**config.mk**
```make
export PLATFORM = sky130hd
export DESIGN_NAME = rename_free_list_ctrl
export DESIGN_NICKNAME = d
export VERILOG_FILES = /design/src/rtl/rename_free_list_ctrl_pkg.sv /design/src/rtl/rename_free_list_ctrl_cp_snapshot_queue.sv /design/src/rtl/rename_free_list_ctrl.sv
export SDC_FILE = /design/constraint.sdc
export NUM_CORES = 1
export LEC_CHECK = 0
export ABC_CLOCK_PERIOD_IN_PS = 4640
export CORE_MARGIN = 1
export CORE_UTILIZATION = 47
export DETAILED_ROUTE_END_ITERATION = 10
export GPL_TIMING_DRIVEN = 1
export PLACE_DENSITY_LB_ADDON = 0.15
export RECOVER_POWER = 50
export SLEW_MARGIN = 40
export SYNTH_ARGS = -nofsm -noshare
export SYNTH_HDL_FRONTEND = slang
export SYNTH_SLANG_ARGS = --single-unit
```
**constraint.sdc**
```tcl
create_clock -name clk -period 4.64 [get_ports clk]
set_input_delay 1.392 -clock clk [delete_from_list [all_inputs] [get_ports clk]]
set_output_delay 1.392 -clock clk [all_outputs]
set_load 0.01 [all_outputs]
```
**src/rtl/rename_free_list_ctrl_pkg.sv**
```systemverilog
// Shared constants, types and FSM encoding for the rename free-list slice.
package rename_pkg;

   localparam int unsigned NUM_PHYS = 64;
   localparam int unsigned NUM_ARCH = 32;
   localparam int unsigned NUM_CP   = 4;
   localparam int unsigned FL_DEPTH = NUM_PHYS - NUM_ARCH;

   localparam int unsigned PREG_W   = $clog2(NUM_PHYS);
   localparam int unsigned CP_TAG_W = $clog2(NUM_CP);
   localparam int unsigned FL_PTR_W = $clog2(FL_DEPTH) + 1;

   typedef logic [PREG_W-1:0]   preg_t;
   typedef logic [CP_TAG_W-1:0] cp_tag_t;
   typedef logic [FL_PTR_W-1:0] fl_ptr_t;

   typedef enum logic {
      NORMAL  = 1'b0,
      RECOVER = 1'b1
   } fl_state_e;

endpackage

```
**src/rtl/rename_free_list_ctrl_cp_snapshot_queue.sv**
```systemverilog
// In-order circular queue of head snapshots with capture, commit of the
// oldest entry and restore-truncate to any valid entry.
module cp_snapshot_queue #(
   parameter int unsigned NUM_CP = 4,
   parameter int unsigned DATA_W = 6
) (
   input  logic                      clk,
   input  logic                      rst,
   input  logic                      capture_en,
   input  logic [DATA_W-1:0]         capture_data,
   input  logic                      commit_req,
   input  logic                      restore_req,
   input  logic [$clog2(NUM_CP)-1:0] restore_tag,
   output logic                      full,
   output logic [$clog2(NUM_CP)-1:0] wr_tag,
   output logic                      restore_ok,
   output logic [DATA_W-1:0]         restore_data,
   output logic                      err_event
);

   localparam int unsigned TAG_W = $clog2(NUM_CP);
   typedef logic [TAG_W:0] qptr_t;

   qptr_t             rd_q, rd_d, wr_q, wr_d;
   logic [NUM_CP-1:0] valid_q, valid_d;
   logic [DATA_W-1:0] snap_q [NUM_CP];
   logic [DATA_W-1:0] snap_d [NUM_CP];

   logic             empty;
   logic             commit_ok;
   logic [TAG_W-1:0] rd_idx, wr_idx, keep_span, offs;

   // Occupancy flags and restore legality; a same-cycle commit of the
   // restore target retires it first, so that restore is illegal.
   always_comb begin
      rd_idx       = rd_q[TAG_W-1:0];
      wr_idx       = wr_q[TAG_W-1:0];
      empty        = (rd_q == wr_q);
      full         = (rd_idx == wr_idx) && (rd_q[TAG_W] != wr_q[TAG_W]);
      wr_tag       = wr_idx;
      commit_ok    = commit_req & ~empty;
      restore_ok   = restore_req & valid_q[restore_tag]
                     & ~(commit_ok & (restore_tag == rd_idx));
      restore_data = snap_q[restore_tag];
      err_event    = (commit_req & empty) | (restore_req & ~restore_ok);
   end

   // Next-state: commit retires the oldest slot, restore keeps rd..tag and
   // rewinds wr just past tag, capture appends at wr.
   always_comb begin
      rd_d      = rd_q;
      wr_d      = wr_q;
      valid_d   = valid_q;
      snap_d    = snap_q;
      offs      = '0;
      keep_span = restore_tag - rd_idx;
      if (commit_ok) begin
         valid_d[rd_idx] = 1'b0;
         rd_d            = rd_q + qptr_t'(1);
      end
      if (restore_ok) begin
         // Rebuild wr from rd so the wrap bit stays consistent with occupancy.
         wr_d = rd_q + qptr_t'(keep_span) + qptr_t'(1);
         for (int unsigned i = 0; i < NUM_CP; i++) begin
            offs = TAG_W'(i) - rd_idx;
            if (offs > keep_span) valid_d[i] = 1'b0;
         end
      end else if (capture_en) begin
         valid_d[wr_idx] = 1'b1;
         snap_d[wr_idx]  = capture_data;
         wr_d            = wr_q + qptr_t'(1);
      end
   end

   // Queue state registers.
   always_ff @(posedge clk) begin
      if (rst) begin
         rd_q    <= '0;
         wr_q    <= '0;
         valid_q <= '0;
         for (int unsigned i = 0; i < NUM_CP; i++) snap_q[i] <= '0;
      end else begin
         rd_q    <= rd_d;
         wr_q    <= wr_d;
         valid_q <= valid_d;
         snap_q  <= snap_d;
      end
   end

endmodule

```
**src/rtl/rename_free_list_ctrl.sv**
```systemverilog
// Physical-register free list: circular FIFO of free indices with one
// allocation and one release per cycle and single-cycle branch recovery.
module rename_free_list_ctrl
   import rename_pkg::*;
#(
   parameter int unsigned NUM_PHYS = rename_pkg::NUM_PHYS,
   parameter int unsigned NUM_ARCH = rename_pkg::NUM_ARCH,
   parameter int unsigned NUM_CP   = rename_pkg::NUM_CP
) (
   input  logic                        clk,
   input  logic                        rst,
   input  logic                        alloc_req,
   output logic                        alloc_gnt,
   output logic [$clog2(NUM_PHYS)-1:0] alloc_preg,
   input  logic                        rel_valid,
   input  logic [$clog2(NUM_PHYS)-1:0] rel_preg,
   input  logic                        cp_capture_req,
   output logic                        cp_capture_gnt,
   output logic [$clog2(NUM_CP)-1:0]   cp_capture_tag,
   input  logic                        cp_commit,
   input  logic                        cp_restore,
   input  logic [$clog2(NUM_CP)-1:0]   cp_restore_tag,
   output logic [$clog2(NUM_PHYS):0]   free_count,
   output logic                        busy,
   output logic                        err_overflow,
   output logic                        err_cp
);

   localparam int unsigned PW    = $clog2(NUM_PHYS);
   localparam int unsigned DEPTH = NUM_PHYS - NUM_ARCH;
   localparam int unsigned AW    = $clog2(DEPTH);
   typedef logic [AW:0] ptr_t;

   fl_state_e state_q, state_d;
   ptr_t      head_q, head_d, tail_q, tail_d;
   logic [PW-1:0] fifo_q [DEPTH];
   logic [PW-1:0] fifo_d [DEPTH];
   logic      err_overflow_q, err_overflow_d;
   logic      err_cp_q, err_cp_d;

   ptr_t                     occupancy;
   ptr_t                     cap_head;
   ptr_t                     cq_restore_head;
   logic                     normal, fl_empty, fl_full, rel_ok;
   logic                     cq_full, cq_restore_ok, cq_err;
   logic [$clog2(NUM_CP)-1:0] cq_wr_tag;

   // Grant decisions and status outputs, all combinational from current state.
   always_comb begin
      normal         = (state_q == NORMAL);
      occupancy      = tail_q - head_q;
      fl_empty       = (occupancy == '0);
      fl_full        = (occupancy == ptr_t'(DEPTH));
      alloc_gnt      = alloc_req & ~fl_empty & normal & ~cp_restore;
      alloc_preg     = fifo_q[head_q[AW-1:0]];
      cp_capture_gnt = cp_capture_req & ~cq_full & normal & ~cp_restore;
      cp_capture_tag = cq_wr_tag;
      cap_head       = head_q + ptr_t'(alloc_gnt);
      rel_ok         = rel_valid & (~fl_full | alloc_gnt);
      free_count     = (PW+1)'(occupancy);
      busy           = (state_q == RECOVER);
      err_overflow   = err_overflow_q;
      err_cp         = err_cp_q;
   end

   // Next-state: head advances on grant or rewinds on restore; tail is
   // independent of recovery so same-cycle releases always land.
   always_comb begin
      head_d = cap_head;
      if (cq_restore_ok) head_d = cq_restore_head;
      tail_d = tail_q;
      fifo_d = fifo_q;
      if (rel_ok) begin
         fifo_d[tail_q[AW-1:0]] = rel_preg;
         tail_d                 = tail_q + ptr_t'(1);
      end
      err_overflow_d = err_overflow_q | (rel_valid & ~rel_ok);
      err_cp_d       = err_cp_q | cq_err;
      state_d        = cq_restore_ok ? RECOVER : NORMAL;
   end

   // Free-list state registers; reset leaves the unmapped registers free.
   always_ff @(posedge clk) begin
      if (rst) begin
         state_q        <= NORMAL;
         head_q         <= '0;
         tail_q         <= ptr_t'(DEPTH);
         err_overflow_q <= 1'b0;
         err_cp_q       <= 1'b0;
         for (int unsigned i = 0; i < DEPTH; i++) fifo_q[i] <= PW'(NUM_ARCH + i);
      end else begin
         state_q        <= state_d;
         head_q         <= head_d;
         tail_q         <= tail_d;
         err_overflow_q <= err_overflow_d;
         err_cp_q       <= err_cp_d;
         fifo_q         <= fifo_d;
      end
   end

   cp_snapshot_queue #(
      .NUM_CP (NUM_CP),
      .DATA_W (AW + 1)
   ) u_cp_queue (
      .clk          (clk),
      .rst          (rst),
      .capture_en   (cp_capture_gnt),
      .capture_data (cap_head),
      .commit_req   (cp_commit),
      .restore_req  (cp_restore),
      .restore_tag  (cp_restore_tag),
      .full         (cq_full),
      .wr_tag       (cq_wr_tag),
      .restore_ok   (cq_restore_ok),
      .restore_data (cq_restore_head),
      .err_event    (cq_err)
   );

endmodule

```
==> out/results.md, run 1 <==
- result of the run: finished, violations left
- failing checks: capacitance limit, slew limit
- Congestion Overflow GR: 0
- switching power summed over all nets: 1.46 mW
- number of flip-flops and latches in the synthesized netlist: 241
- data arrival time of the worst path: 3.08 ns
- Switching Share: 27.3%
- average routed wire per standard cell: 19.9 µm
- Total GRT Usage: 22.5%
- PostCTS Resize Cnt: 0
- standard-cell rows: 58
- Fmax achieved: 223 MHz
- pre-CTS setup slack: 0.146 ns
- number of pins exceeding their max-slew limit in the final report: 135
- non-filler instance count after layout: 1452
- path category of the worst min-delay check: reg -> reg
- Setup WS post-layout: 0.163 ns
- # placed instances: 1399
- fraction of registers with async set or reset after synthesis: 0%
- netlist area before placement: 0.0120 mm²
- Max transition margin: -38.3%
- wire length reported by the detailed router: 28.9 mm
- Clk Tree Root Cell: sky130_fd_sc_hd__clkbuf_16
- number of sinks driven by the clock tree: 241
- area growth from synthesis to layout: 11.2%
- Filler Cells Inserted: 2260
- post-route setup TNS: 0 ns
- router iterations before antenna repair: 5
- period utilization: 96.5%
- # diodes: 0
- startpoint type of the worst setup path: input port
- core area: 0.0251 mm²
- post-detailed-route count of antenna-violating nets: 0
- number of flops mapped to enable cells by yosys: 0
- share of total power in sequential cells: 40.4%
- commonest register cell after synthesis: sky130_fd_sc_hd__dfxtp_1
- drt drc: 0
- via density per instance: 5.49
- maximum number of pins on one net before global-route repair: 79
- total count of hold-check failures in the final report: 0
- number of buffers inserted by port buffering: 33
- Max IR drop VDD: 0.000332 V
- number of setup violations in the final report: 0
- Detailed Route Iter0 Violations: 615
- die width: 162 µm
- endpoint kind of the worst setup timing path: primary output
- P per Cell Area: 401 mW/mm²
- Final #Nets: 1147
- final worst path period need: 4.48 ns
- most frequent standard cell in the layout excluding fill and tap cells: sky130_fd_sc_hd__dfxtp_1
- vias in the first global route: 7817
- setup repair after global routing missed its margin: no
- total power consumption of the routed design: 5.33 mW
- gp weighted congestion: 0.776
- clock-pin slew reported for the worst setup and hold paths after clock tree synthesis: 0.06 ns
- layout cell share with drive strength beyond 1: 15.5%
- Total Die Area: 0.0261 mm²
- floorplan die height: 162 µm
- Cells after Synth: 1104
- effective utilization at floorplan: 47.7%
- global-route wire length before repair: 45.5 mm
- clock latency on the worst-skew pair: 0.53 ns
- commonest cells after routing, fill and taps aside: 239 x sky130_fd_sc_hd__dfxtp_1, 209 x sky130_fd_sc_hd__mux2i_1, 164 x sky130_fd_sc_hd__nor2_1
- total internal power: 3.87 mW
- number of antenna violations at the first check in global routing: 0
- Seq/Total Area, Yosys: 40.3%
- final clock skew: 0.0137 ns
- crit path max fanout: 4
- number of H-tree levels: 1
- syn_area_per_cell: 10.8 µm²
- core occupancy in the finished layout: 53.0%
- endpoint required time on the critical path: 3.25 ns
- leakage power of the design: 5.09 nW
- post-detailed-placement half-perimeter wirelength: 18.3 mm
- yosys warns: 0
- vias: 7974
- share of power burned in combinational logic: 18.3%
- post-synth net total: 1148
- clock share of power: 41.4%
- number of top-level design ports: 35
- slew at the pin closest to its max-slew limit: 2.07 ns
- clock buffer depth: 3
- hold-fix buffers at CTS: 0
- TritonCTS clock tree: done
- kind of critical path: in -> out
- max capacitance violation total: 2
- Synth cell types: 54
- TritonCTS buffer count: 26
-- layer usage --
layer  wire [µm]  track usage, %  share of wire (%)  vias to the layer above
li1            -               -                  -                     3836
met1       13900            32.4                 48                     3950
met2       13300            35.8                 46                      153
met3        1110            2.93                3.9                       35
met4         521            5.36                1.8                        0
met5           0               0                  0                        -
-- worst paths after layout --
path	startpoint	end	slack [ns]	cells after the start
worst max-delay path	cp_restore	cp_capture_gnt	0.16	4
worst min-delay path	u_cp_queue.snap_q[7]$_SDFFE_PP0P_	u_cp_queue.snap_q[7]$_SDFFE_PP0P_	0.45	2
worst max register to register	head_q[0]$_SDFF_PP0_	fifo_q[73]$_SDFFE_PP1P_	0.89	10
worst min register to register	u_cp_queue.snap_q[7]$_SDFFE_PP0P_	u_cp_queue.snap_q[7]$_SDFFE_PP0P_	0.45	2
-- worst max-delay path, cell delays in order --
cell	delay, ns
sky130_fd_sc_hd__clkdlybuf4s50_1	0.46
sky130_fd_sc_hd__or3b_1	0.40
sky130_fd_sc_hd__a31oi_2	0.24
sky130_fd_sc_hd__clkdlybuf4s50_1	0.58
-- sequential cells by signal (all words and copies together) (netlist names) --
name                count
u_cp_queue.rd_q         3
tail_q                  6
fifo_q                192
err_cp                  1
u_cp_queue.valid_q      4
busy                    1
u_cp_queue.wr_q         3
u_cp_queue.snap_q      24
err_overflow            1
head_q                  6
-- cell usage after synthesis (4+ instances only) --
| cell type | instances | area share [%] |
|---|---|---|
| sky130_fd_sc_hd__dfxtp_1 | 241 | 40 |
| sky130_fd_sc_hd__mux2i_1 | 209 | 17 |
| sky130_fd_sc_hd__nor2_1 | 165 | 5.2 |
| sky130_fd_sc_hd__nand2b_1 | 88 | 4.6 |
| sky130_fd_sc_hd__mux4_2 | 67 | 13 |
| sky130_fd_sc_hd__clkbuf_1 | 58 | 1.8 |
| sky130_fd_sc_hd__nand2_1 | 46 | 1.4 |
| sky130_fd_sc_hd__a21oi_1 | 29 | 1.2 |
| sky130_fd_sc_hd__ha_1 | 25 | 2.6 |
| sky130_fd_sc_hd__inv_1 | 21 | 0.66 |
| sky130_fd_sc_hd__a211oi_4 | 18 | 3.0 |
| sky130_fd_sc_hd__buf_2 | 15 | 0.63 |
| sky130_fd_sc_hd__a211o_1 | 14 | 1.0 |
| sky130_fd_sc_hd__nand3_1 | 14 | 0.59 |
| sky130_fd_sc_hd__buf_6 | 10 | 0.94 |
| sky130_fd_sc_hd__xnor2_1 | 10 | 0.73 |
| sky130_fd_sc_hd__buf_1 | 8 | 0.25 |
| sky130_fd_sc_hd__xor2_1 | 6 | 0.44 |
| sky130_fd_sc_hd__nor2b_1 | 5 | 0.26 |
| sky130_fd_sc_hd__buf_4 | 4 | 0.25 |
| sky130_fd_sc_hd__fa_1 | 4 | 0.67 |
| sky130_fd_sc_hd__mux2_1 | 4 | 0.38 |
-- power by group through the flow --
| stage | registers (mW) | logic (mW) | clock network [mW] |
|---|---|---|---|
| 6_report | 2.15 | 0.974 | 2.21 |
| 4_1_cts | 2.16 | 1.04 | 2.25 |
| 2_1_floorplan | 2.19 | 0.829 | 0 |
| 3_3_place_gp | 2.22 | 1.01 | 0 |
| 3_5_place_dp | 2.22 | 1.02 | 0 |
| 5_1_grt | 2.16 | 1.06 | 2.33 |
-- final cells by class --
class	count	area (µm²)	share of cell area, %
clock buffers	40	774	5.82
clock inverters	7	140	1.05
inverters	24	90.1	0.677
multi-input cells	743	6460	48.5
flip-flops and latches	241	4830	36.3
well taps	330	413	3.10
repair buffers	67	604	4.54
-- cells by family (layout without fill, tap and decap cells) --
group / Yosys count / in the layout / synth area share [%]
compound gates: 83 / 83 / 6.74
mux: 280 / 280 / 30.5
other cells: 1 / 1 / 0.0313
simple gates: 332 / 332 / 12.9
buf+inv: 120 / 138 / 4.81
xor+xnor: 18 / 18 / 1.44
flops: 241 / 241 / 40.3
fa+ha+maj: 29 / 29 / 3.28
-- per-stage QoR --
stage	instance area, µm²	hold WS [ns]
6_report	13300	0.454
3_5_place_dp	12500	0.448
3_3_place_gp	12500	0.442
4_1_cts	13400	0.456
2_1_floorplan	12000	0.433
5_1_grt	13300	0.478
-- what timing repair did --
| item | 4_1_cts | 5_1_grt |
|---|---|---|
| endpoints found under the setup margin | 4 | 1 |
| setup buffers | 1 | 5 |
| gates cloned | 0 | 0 |
Note: power is estimated with default switching activity, not from simulation.
==> run 2, diff against run 1 <==
Settings changed: CELL_PAD_IN_SITES_DETAIL_PLACEMENT set to 1, CELL_PAD_IN_SITES_GLOBAL_PLACEMENT set to 1, RECOVER_POWER 50 to 25, SYNTH_HIERARCHICAL set to 1.
==> run 2 against run 1 <==
  * The run now ends clean
  * Register-to-register slack worse by 0.30 ns
  * Synthesized area up 2.1%
  * Die area up 2.0%
  * Fmax up 0.94%
  * Clock skew down 0.0036 ns
  * First-iteration DRC count down 19%
  * Utilization up 0.90 points
  * Largest cell class unchanged
  * Largest power group is now registers
==> out/results.md, run 2 <==
- result of the run: finished clean
- total power consumption of the routed design: 5.55 mW
- leakage power of the design: 5.39 nW
- total count of hold-check failures in the final report: 0
- number of antenna violations at the first check in global routing: 0
- TritonCTS buffer count: 27
- area fraction of the dominant cell type after synthesis: 39.5%
- biggest regs: fifo_q: 192 flops, u_cp_queue/snap_q: 24 flops
- crit path max fanout: 11
- wire length reported by the detailed router: 32.3 mm
- Adder-Cell Fraction of Synth Area: 2.97%
- area growth from synthesis to layout: 11.8%
- Total Die Area: 0.0266 mm²
- number of sinks driven by the clock tree: 241
- Max transition margin: 9.54%
- setup repair after global routing missed its margin: no
- Synth cell types: 54
- Detailed Route Iter0 Violations: 499
- post-route setup TNS: 0 ns
- number of flip-flops and latches in the synthesized netlist: 241
- floorplan die height: 163 µm
- netlist area before placement: 0.0122 mm²
- period utilization: 95.6%
- Total GRT Usage: 25.0%
- Synth top cells by count: 241 x sky130_fd_sc_hd__dfxtp_1, 225 x sky130_fd_sc_hd__mux2i_1, 175 x sky130_fd_sc_hd__nor2_1
- max capacitance violation total: 0
- clock buffer depth: 3
- die width: 163 µm
- final clock skew: 0.0102 ns
- kind of critical path: reg -> out
- TritonCTS clock tree: done
- register containing the most flip-flops in the final layout: fifo_q
- commonest cells after routing, fill and taps aside: 238 x sky130_fd_sc_hd__dfxtp_1, 225 x sky130_fd_sc_hd__mux2i_1, 172 x sky130_fd_sc_hd__nor2_1
- number of flip-flops under the largest register name: 192
- Final #Nets: 1147
- slew at the pin closest to its max-slew limit: 1.35 ns
- via density per instance: 5.74
- chain of cells forming the critical path: buf_12 -> mux4_2 -> mux4_2 -> nand2_1 -> nand2_1 -> clkdlybuf4s50_1
- P per Cell Area: 407 mW/mm²
- xor/xnor cell area share of the yosys netlist: 1.56%
- standard-cell rows: 58
- startpoint type of the worst setup path: flop
- path category of the worst min-delay check: reg -> reg
- slowest cell delay on critical path: 0.56 ns
- number of pins exceeding their max-slew limit in the final report: 0
- effective utilization at floorplan: 48.2%
- number of setup violations in the final report: 0
- dominant combinational cell family by area after synthesis: multiplexers
- commonest register cell after synthesis: sky130_fd_sc_hd__dfxtp_1
- clock-pin slew reported for the worst setup and hold paths after clock tree synthesis: 0.06 ns
- Cells after Synth: 1113
- number of top-level design ports: 35
- Congestion Overflow GR: 0
- Seq/Total Area, Yosys: 39.5%
- share of cell area taken by muxes after synthesis: 31.4%
- Synth area leaders: sky130_fd_sc_hd__dfxtp_1 39%, sky130_fd_sc_hd__mux2i_1 18%, sky130_fd_sc_hd__mux4_2 11%, sky130_fd_sc_hd__nor2_1 5.4%, sky130_fd_sc_hd__nand2b_1 4.6%
- most frequent standard cell in the layout excluding fill and tap cells: sky130_fd_sc_hd__dfxtp_1
- core occupancy in the finished layout: 53.9%
- drt drc: 0
- most frequent cell after synthesis: sky130_fd_sc_hd__dfxtp_1
- router iterations before antenna repair: 5
- endpoint required time on the critical path: 3.25 ns
- post-detailed-placement half-perimeter wirelength: 21.2 mm
- final worst path period need: 4.44 ns
- clock latency on the worst-skew pair: 0.54 ns
- Fmax achieved: 225 MHz
- synthesized-area fraction occupied by ao, oa, aoi and oai cells: 6.80%
- syn_area_per_cell: 11.0 µm²
- post-detailed-route count of antenna-violating nets: 0
- Worst path slowest cell: sky130_fd_sc_hd__mux4_2
- vias: 8343
- Max IR drop VDD: 0.000760 V
- number of buffers inserted by port buffering: 33
- number of flops mapped to enable cells by yosys: 0
- cell accounting for the most synthesized area: sky130_fd_sc_hd__dfxtp_1
- Clk Tree Root Cell: sky130_fd_sc_hd__clkbuf_16
- core area: 0.0253 mm²
- gp weighted congestion: 0.765
- average routed wire per standard cell: 22.2 µm
- number of H-tree levels: 1
- hold-fix buffers at CTS: 0
- vias in the first global route: 8763
- data arrival time of the worst path: 3.04 ns
- synthesized-area fraction occupied by and/or/nand/nor cells: 13.2%
- post-synth net total: 1155
- fraction of registers with async set or reset after synthesis: 0%
- global-route wire length before repair: 51.0 mm
- yosys warns: 6
- maximum number of pins on one net before global-route repair: 72
- endpoint kind of the worst setup timing path: primary output
- layout cell share with drive strength beyond 1: 15.5%
-- run 2: changes by cell type in the layout (fill, tap and decap cells not counted), moves of 8 or more --
cell and change:
sky130_fd_sc_hd__a211oi_1 +9, sky130_fd_sc_hd__nand2_1 -12, sky130_fd_sc_hd__a211oi_2 -15, sky130_fd_sc_hd__a21oi_1 -22
sky130_fd_sc_hd__nor2_1 +8, sky130_fd_sc_hd__mux2i_1 +16
-- run 2: stage by stage --
step	hold WS (ns)	cells	setup slack (ns)	instance area, µm²
2_1_floorplan	0.445	1113	0.589	12200
3_3_place_gp	0.445	1404	0.449	12800
3_5_place_dp	0.461	1404	0.424	12800
4_1_cts	0.477	1452	0.0693	13700
5_1_grt	0.487	1453	0.0257	13700
6_report	0.466	1454	0.205	13700
-- run 2: layer usage --
layer,vias to the layer above,track usage (%),wire length (µm)
met3,48,3.38,1400
met1,4289,34.4,15000
met4,0,6.07,604
met2,149,41.3,15300
met5,-,0,0
li1,3857,-,-
-- run 2: cell type report --
type                       instances  area (µm²)
fill                            2651       11700
multi-input combinational        752        6790
sequential                       241        4830
clock buffer                      42         812
timing repair buffer              61         647
tap                              330         413
inverter                          22        82.6
clock inverter                     5        78.8
antenna                            1        2.50
-- run 2: logic make-up (layout without fill, tap and decap cells) --
| group | Yosys count | in the layout |
|---|---|---|
| other cells | 1 | 2 |
| buf+inv | 120 | 130 |
| xor+xnor | 20 | 20 |
| compound gates | 64 | 64 |
| flops | 241 | 241 |
| fa+ha+maj | 28 | 28 |
| mux | 297 | 297 |
| simple gates | 342 | 342 |
-- run 2: worst max-delay path: cells and delay by family, from the launching register on --
family	cells	cell delay [ns]
multiplexers	2	1.05
buffers and inverters	2	0.70
flip-flops	1	0.53
AND/OR/NAND/NOR	2	0.21
-- run 2: power by group --
part / internal, mW / switching, mW
Combinational: 0.478 / 0.734
Clock: 1.30 / 0.856
Sequential: 2.12 / 0.0615
Total: 3.90 / 1.65
-- run 2: final timing paths --
path                           startpoint                       to  slack [ns]  cells after the start
setup reg to reg     head_q[3]$_SDFF_PP0_  fifo_q[13]$_SDFFE_PP0P_        0.59                      8
hold / removal    err_overflow$_SDFF_PP0_  err_overflow$_SDFF_PP0_        0.47                      2
setup / recovery     head_q[0]$_SDFF_PP0_            alloc_preg[2]        0.20                      6
hold reg to reg   err_overflow$_SDFF_PP0_  err_overflow$_SDFF_PP0_        0.47                      2
-- run 2: what timing repair did --
item                                    4_1_cts  5_1_grt
buffers inserted                              1        1
pin swaps                                     0        0
gates resized for setup                       0        2
endpoints found under the setup margin        5        2
endpoints found under the hold margin         0        0
cloned                                        0        0
==> run 3, diff against run 2 <==
Settings changed: CORE_UTILIZATION 47 to 34, SLEW_MARGIN 40 to 10, TNS_END_PERCENT set to 30.
==> run 3 against run 2 <==
  * First-iteration DRC count fell by 23%
  * Flip-flop and latch count did not move
  * Final area rose by 0.84%
  * Final cell count rose by 9.1%
  * Critical path type unchanged
  * Largest cell class unchanged
==> out/results.md, run 3 (synthesized netlist as in run 2, its figures left out) <==
- result of the run: finished clean
- P per Cell Area: 403 mW/mm²
- clock share of power: 39.6%
- number of H-tree levels: 1
- Non-Filler Cell Area, Final: 0.0138 mm²
- number of sinks driven by the clock tree: 241
- effective utilization at floorplan: 34.4%
- register containing the most flip-flops in the final layout: fifo_q
- share of power burned in combinational logic: 21.2%
- number of buffers inserted by port buffering: 33
- setup repair after global routing missed its margin: no
- router iterations before antenna repair: 4
- Max IR drop VDD: 0.000367 V
- startpoint type of the worst setup path: flop
- maximum number of pins on one net before global-route repair: 95
- vias: 8039
- endpoint required time on the critical path: 3.25 ns
- Final #Nets: 1147
- slowest cell delay on critical path: 0.56 ns
- clock latency on the worst-skew pair: 0.55 ns
- total count of hold-check failures in the final report: 0
- TritonCTS buffer count: 28
- Max transition margin: 2.39%
- max capacitance violation total: 0
- TritonCTS clock tree: done
- clock buffer depth: 3
- path category of the worst min-delay check: reg -> reg
- final worst path period need: 4.46 ns
- number of setup violations in the final report: 0
- post-detailed-placement half-perimeter wirelength: 21.6 mm
- Detailed Route Iter0 Violations: 385
- Switching Share: 30.0%
- # diodes: 0
- post-detailed-route count of antenna-violating nets: 0
- Total Die Area: 0.0367 mm²
- period utilization: 96.1%
- core area: 0.0355 mm²
- commonest cells after routing, fill and taps aside: 238 x sky130_fd_sc_hd__dfxtp_1, 225 x sky130_fd_sc_hd__mux2i_1, 174 x sky130_fd_sc_hd__nor2_1
- number of pins exceeding their max-slew limit in the final report: 0
- number of top-level design ports: 35
- Total GRT Usage: 18.1%
- switching power summed over all nets: 1.66 mW
- gp weighted congestion: 0.766
- area growth from synthesis to layout: 12.7%
- worst hold slack after final layout: 0.469 ns
- post-placement cell area: 0.0129 mm²
- layout cell share with drive strength beyond 1: 15.6%
- post-route setup TNS: 0 ns
- Fmax achieved: 224 MHz
- leakage power of the design: 5.38 nW
- die width: 192 µm
- Congestion Overflow GR: 0
- floorplan die height: 192 µm
- data arrival time of the worst path: 3.07 ns
- standard-cell rows: 69
- most frequent standard cell in the layout excluding fill and tap cells: sky130_fd_sc_hd__dfxtp_1
- via density per instance: 5.07
- Filler Cells Inserted: 3842
- number of antenna violations at the first check in global routing: 0
- share of total power in sequential cells: 39.2%
- Clk Tree Root Cell: sky130_fd_sc_hd__clkbuf_16
- global-route wire length before repair: 51.0 mm
- total internal power: 3.89 mW
- slew at the pin closest to its max-slew limit: 1.46 ns
- total power consumption of the routed design: 5.55 mW
- vias in the first global route: 8657
- chain of cells forming the critical path: buf_12 -> mux4_2 -> mux4_2 -> nand2_1 -> nand2_1 -> clkdlybuf4s50_1
- crit path max fanout: 33
- kind of critical path: reg -> out
- biggest regs: fifo_q: 192 flops, u_cp_queue/snap_q: 24 flops
- endpoint kind of the worst setup timing path: primary output
- average routed wire per standard cell: 20.3 µm
- clock-pin slew reported for the worst setup and hold paths after clock tree synthesis: 0.06 ns
- hold-fix buffers at CTS: 0
- wire length reported by the detailed router: 32.1 mm
- final clock skew: 0.0124 ns
- drt drc: 0
- number of flip-flops under the largest register name: 192
- Worst path slowest cell: sky130_fd_sc_hd__mux4_2
run 3: changes by cell type in the layout (fill, tap and decap cells not counted), moves of 2 or more:
cell | previous run | this run
sky130_fd_sc_hd__nand2b_2 | 3 | 0
sky130_fd_sc_hd__nand2b_1 | 86 | 89
sky130_fd_sc_hd__clkbuf_1 | 7 | 3
sky130_fd_sc_hd__clkinv_2 | 2 | 9
sky130_fd_sc_hd__nor2_2 | 3 | 1
sky130_fd_sc_hd__nor2_1 | 172 | 174
sky130_fd_sc_hd__buf_12 | 7 | 4
sky130_fd_sc_hd__clkbuf_16 | 27 | 29
sky130_fd_sc_hd__buf_4 | 19 | 22
run 3: what timing repair did:
action                                  CTS  global route
endpoints found under the setup margin    1             1
gates resized for setup                   0             2
buffers inserted                          3             0
run 3: per-stage QoR:
step	setup WS (ns)	cells	utilization [%]
floorplan	0.589	1113	-
global placement	0.420	1533	36.4
detailed placement	0.392	1533	36.4
CTS	0.0903	1587	39.1
global route	0.0587	1587	38.8
finish	0.182	1587	38.8
run 3: layout make-up:
type | count | area, µm² | area share, %
multi-input cells | 752 | 6770 | 49.2
flip-flops and latches | 241 | 4830 | 35.1
clock buffers | 39 | 833 | 6.05
repair buffers | 60 | 582 | 4.23
well taps | 461 | 577 | 4.19
clock inverters | 12 | 91.3 | 0.663
inverters | 22 | 82.6 | 0.600
run 3: per-layer routing:
layer / vias up / part of all wire, % / GRT usage [%]
li1: 3860 / - / -
met1: 4052 / 49 / 25.1
met2: 93 / 47 / 30.2
met3: 34 / 3.0 / 1.98
met4: 0 / 1.6 / 3.36
met5: - / 0 / 0
run 3: worst paths after layout:
kind / from / to / slack, ns / depth (start not counted)
max: head_q[1]$_SDFF_PP0_ / alloc_preg[4] / 0.18 / 6
min: err_overflow$_SDFF_PP0_ / err_overflow$_SDFF_PP0_ / 0.47 / 2
max reg2reg: head_q[3]$_SDFF_PP0_ / fifo_q[75]$_SDFFE_PP0P_ / 0.63 / 8
min reg2reg: err_overflow$_SDFF_PP0_ / err_overflow$_SDFF_PP0_ / 0.47 / 2
run 3: power by group through the flow:
stage | clock network (mW) | logic, mW | registers, mW
after floorplan | 0 | 0.940 | 2.19
after CTS | 2.27 | 1.26 | 2.17
after global placement | 0 | 1.23 | 2.23
after global routing | 2.35 | 1.27 | 2.18
final | 2.20 | 1.18 | 2.17
after detailed placement | 0 | 1.24 | 2.23
run 3: critical path, delay by kind of cell, from the launching register on:
family                 cells  cell delay [ns]
AND/OR/NAND/NOR            2             0.21
buffers and inverters      2             0.77
multiplexers               2             1.10
flip-flops                 1             0.43
==> variant: new RTL, settings of run 2 <==
Change the package constant `NUM_ARCH` from 32 to 16.
--- a/src/rtl/rename_free_list_ctrl_pkg.sv
+++ b/src/rtl/rename_free_list_ctrl_pkg.sv
@@ -2,7 +2,7 @@
 package rename_pkg;
 
    localparam int unsigned NUM_PHYS = 64;
-   localparam int unsigned NUM_ARCH = 32;
+   localparam int unsigned NUM_ARCH = 16;
    localparam int unsigned NUM_CP   = 4;
    localparam int unsigned FL_DEPTH = NUM_PHYS - NUM_ARCH;
 
Check against the original RTL: not equivalent (Yosys sat finds a counterexample within 4 cycles, from zero or initial values and one cycle with rst high).
==> variant against run 2 <==
- cell area rose by 38%
- critical path depth did not move
- setup slack got worse by 0.19 ns
- maximum frequency fell by 4.1%
- sequential cell count rose by 102
- wire length rose by 53%
- power rose by 28%
- synthesized area rose by 38%
- largest power group is now the clock network
==> variant: results (changes against run 2) <==
outcome: "finished clean"
gp_congestion: 0.853  # +11%
met3_length_um: 1820  # +30%
place_area_um2: 17600  # +38%
skew_ns: 0.0115  # +0.00136 ns
cp.arrival_ns: 3.24  # +0.20 ns
cp_slowest_cell: "clkdlybuf4s50_1"
drt_iter0_markers: 766  # +54%
gr-usage-all-layers_pct: 27.5  # +2.5 points
cts_buffers: 40  # +48%
ys_top_cells_by_area: "dfxtp_1, mux2i_1, mux4_2"
synth.top_cells.by_count: "dfxtp_1, mux2i_1, nor2_1"
drive_above_1_share_pct: 15.6  # +0.098 points
p_leak_nw: 7.18  # +33%
place_ws_ns: 0.152  # -0.272 ns
grt_max_degree: 142  # +97%
antennaDiodeCount: 0  # -1
worstMarginPinSlew_ns: 1.35  # +0.00358 ns
max_stage_delay_ns: 0.52  # -0.04 ns
wl_met2_um: 23400  # +53%
synth.avg_cell_area_um2: 10.5  # -4.4%
hpwl_um: 31800  # +50%
htreeDepth: 2  # +1
reg_top3: "fifo_q (288), u_cp_queue/snap_q (28)"
final_cells: 2084  # +43%
numPlacedInstances: 2013  # +43%
dr_total_vias: 12300  # +47%
[variant: repair_timing]
item / in CTS / in global routing
resized for setup: 17 / 14
endpoints found under the setup margin: 7 / 5
pin swaps: 2 / 2
buffers inserted: 1 / 5
hold buffers: 0 / 0
cloned: 2 / 0
[variant: cell type report]
cell class                      count  area share [%]
Sequential cell                   343            36.5
Inverter                           32           0.651
Clock buffer                       57            6.24
Multi-Input combinational cell   1102            48.6
Clock inverter                      6           0.458
Tap cell                          455            3.02
Timing Repair Buffer               89            4.56
[variant: power breakdown]
| group | switching, W | total, W | internal [W] |
|---|---|---|---|
| Combinational | 0.000660 | 0.00102 | 0.000355 |
| Sequential | 0.0000296 | 0.00300 | 0.00297 |
| Clock | 0.00124 | 0.00309 | 0.00186 |
[variant: cell families (layout without fill, tap and decap cells)]
kind of cell	count (synthesis)	in the layout	synth area share, %
compound gates	117	117	7.44
xor+xnor	22	22	1.19
fa+ha+maj	26	26	2.01
buf+inv	160	184	4.15
flops	343	343	40.8
mux	433	433	32.3
simple gates	504	504	12.1
[variant: metal layers]
| layer | up-vias | track usage [%] |
|---|---|---|
| li1 | 5625 | - |
| met1 | 6312 | 36.5 |
| met2 | 232 | 45.9 |
| met3 | 89 | 3.76 |
| met4 | 0 | 8.85 |
| met5 | - | 0 |
[variant: worst paths after layout]
check / from / end / slack (ns) / depth (start not counted)
worst max register to register: head_q[0] / fifo_q[287] / 0.25 / 11
worst min register to register: fifo_q[6] / fifo_q[6] / 0.46 / 2
worst max-delay path: head_q[0] / alloc_preg[5] / 0.01 / 6
worst min-delay path: fifo_q[6] / fifo_q[6] / 0.46 / 2
[variant: metrics by stage]
step / total power [W] / util, % / hold slack (ns)
2_1_floorplan: 0.00379 / - / 0.430
3_3_place_gp: 0.00409 / 50.5 / 0.438
3_5_place_dp: 0.00411 / 50.5 / 0.450
4_1_cts: 0.00722 / 54.5 / 0.460
5_1_grt: 0.00735 / 54.0 / 0.481
6_report: 0.00710 / 54.0 / 0.457
[variant: worst max-delay path: cells and delay by family (launching register included)]
family,cells,cell delay [ns]
buf+inv,2,0.90
flops,1,0.45
compound gates,1,0.16
mux,3,1.20
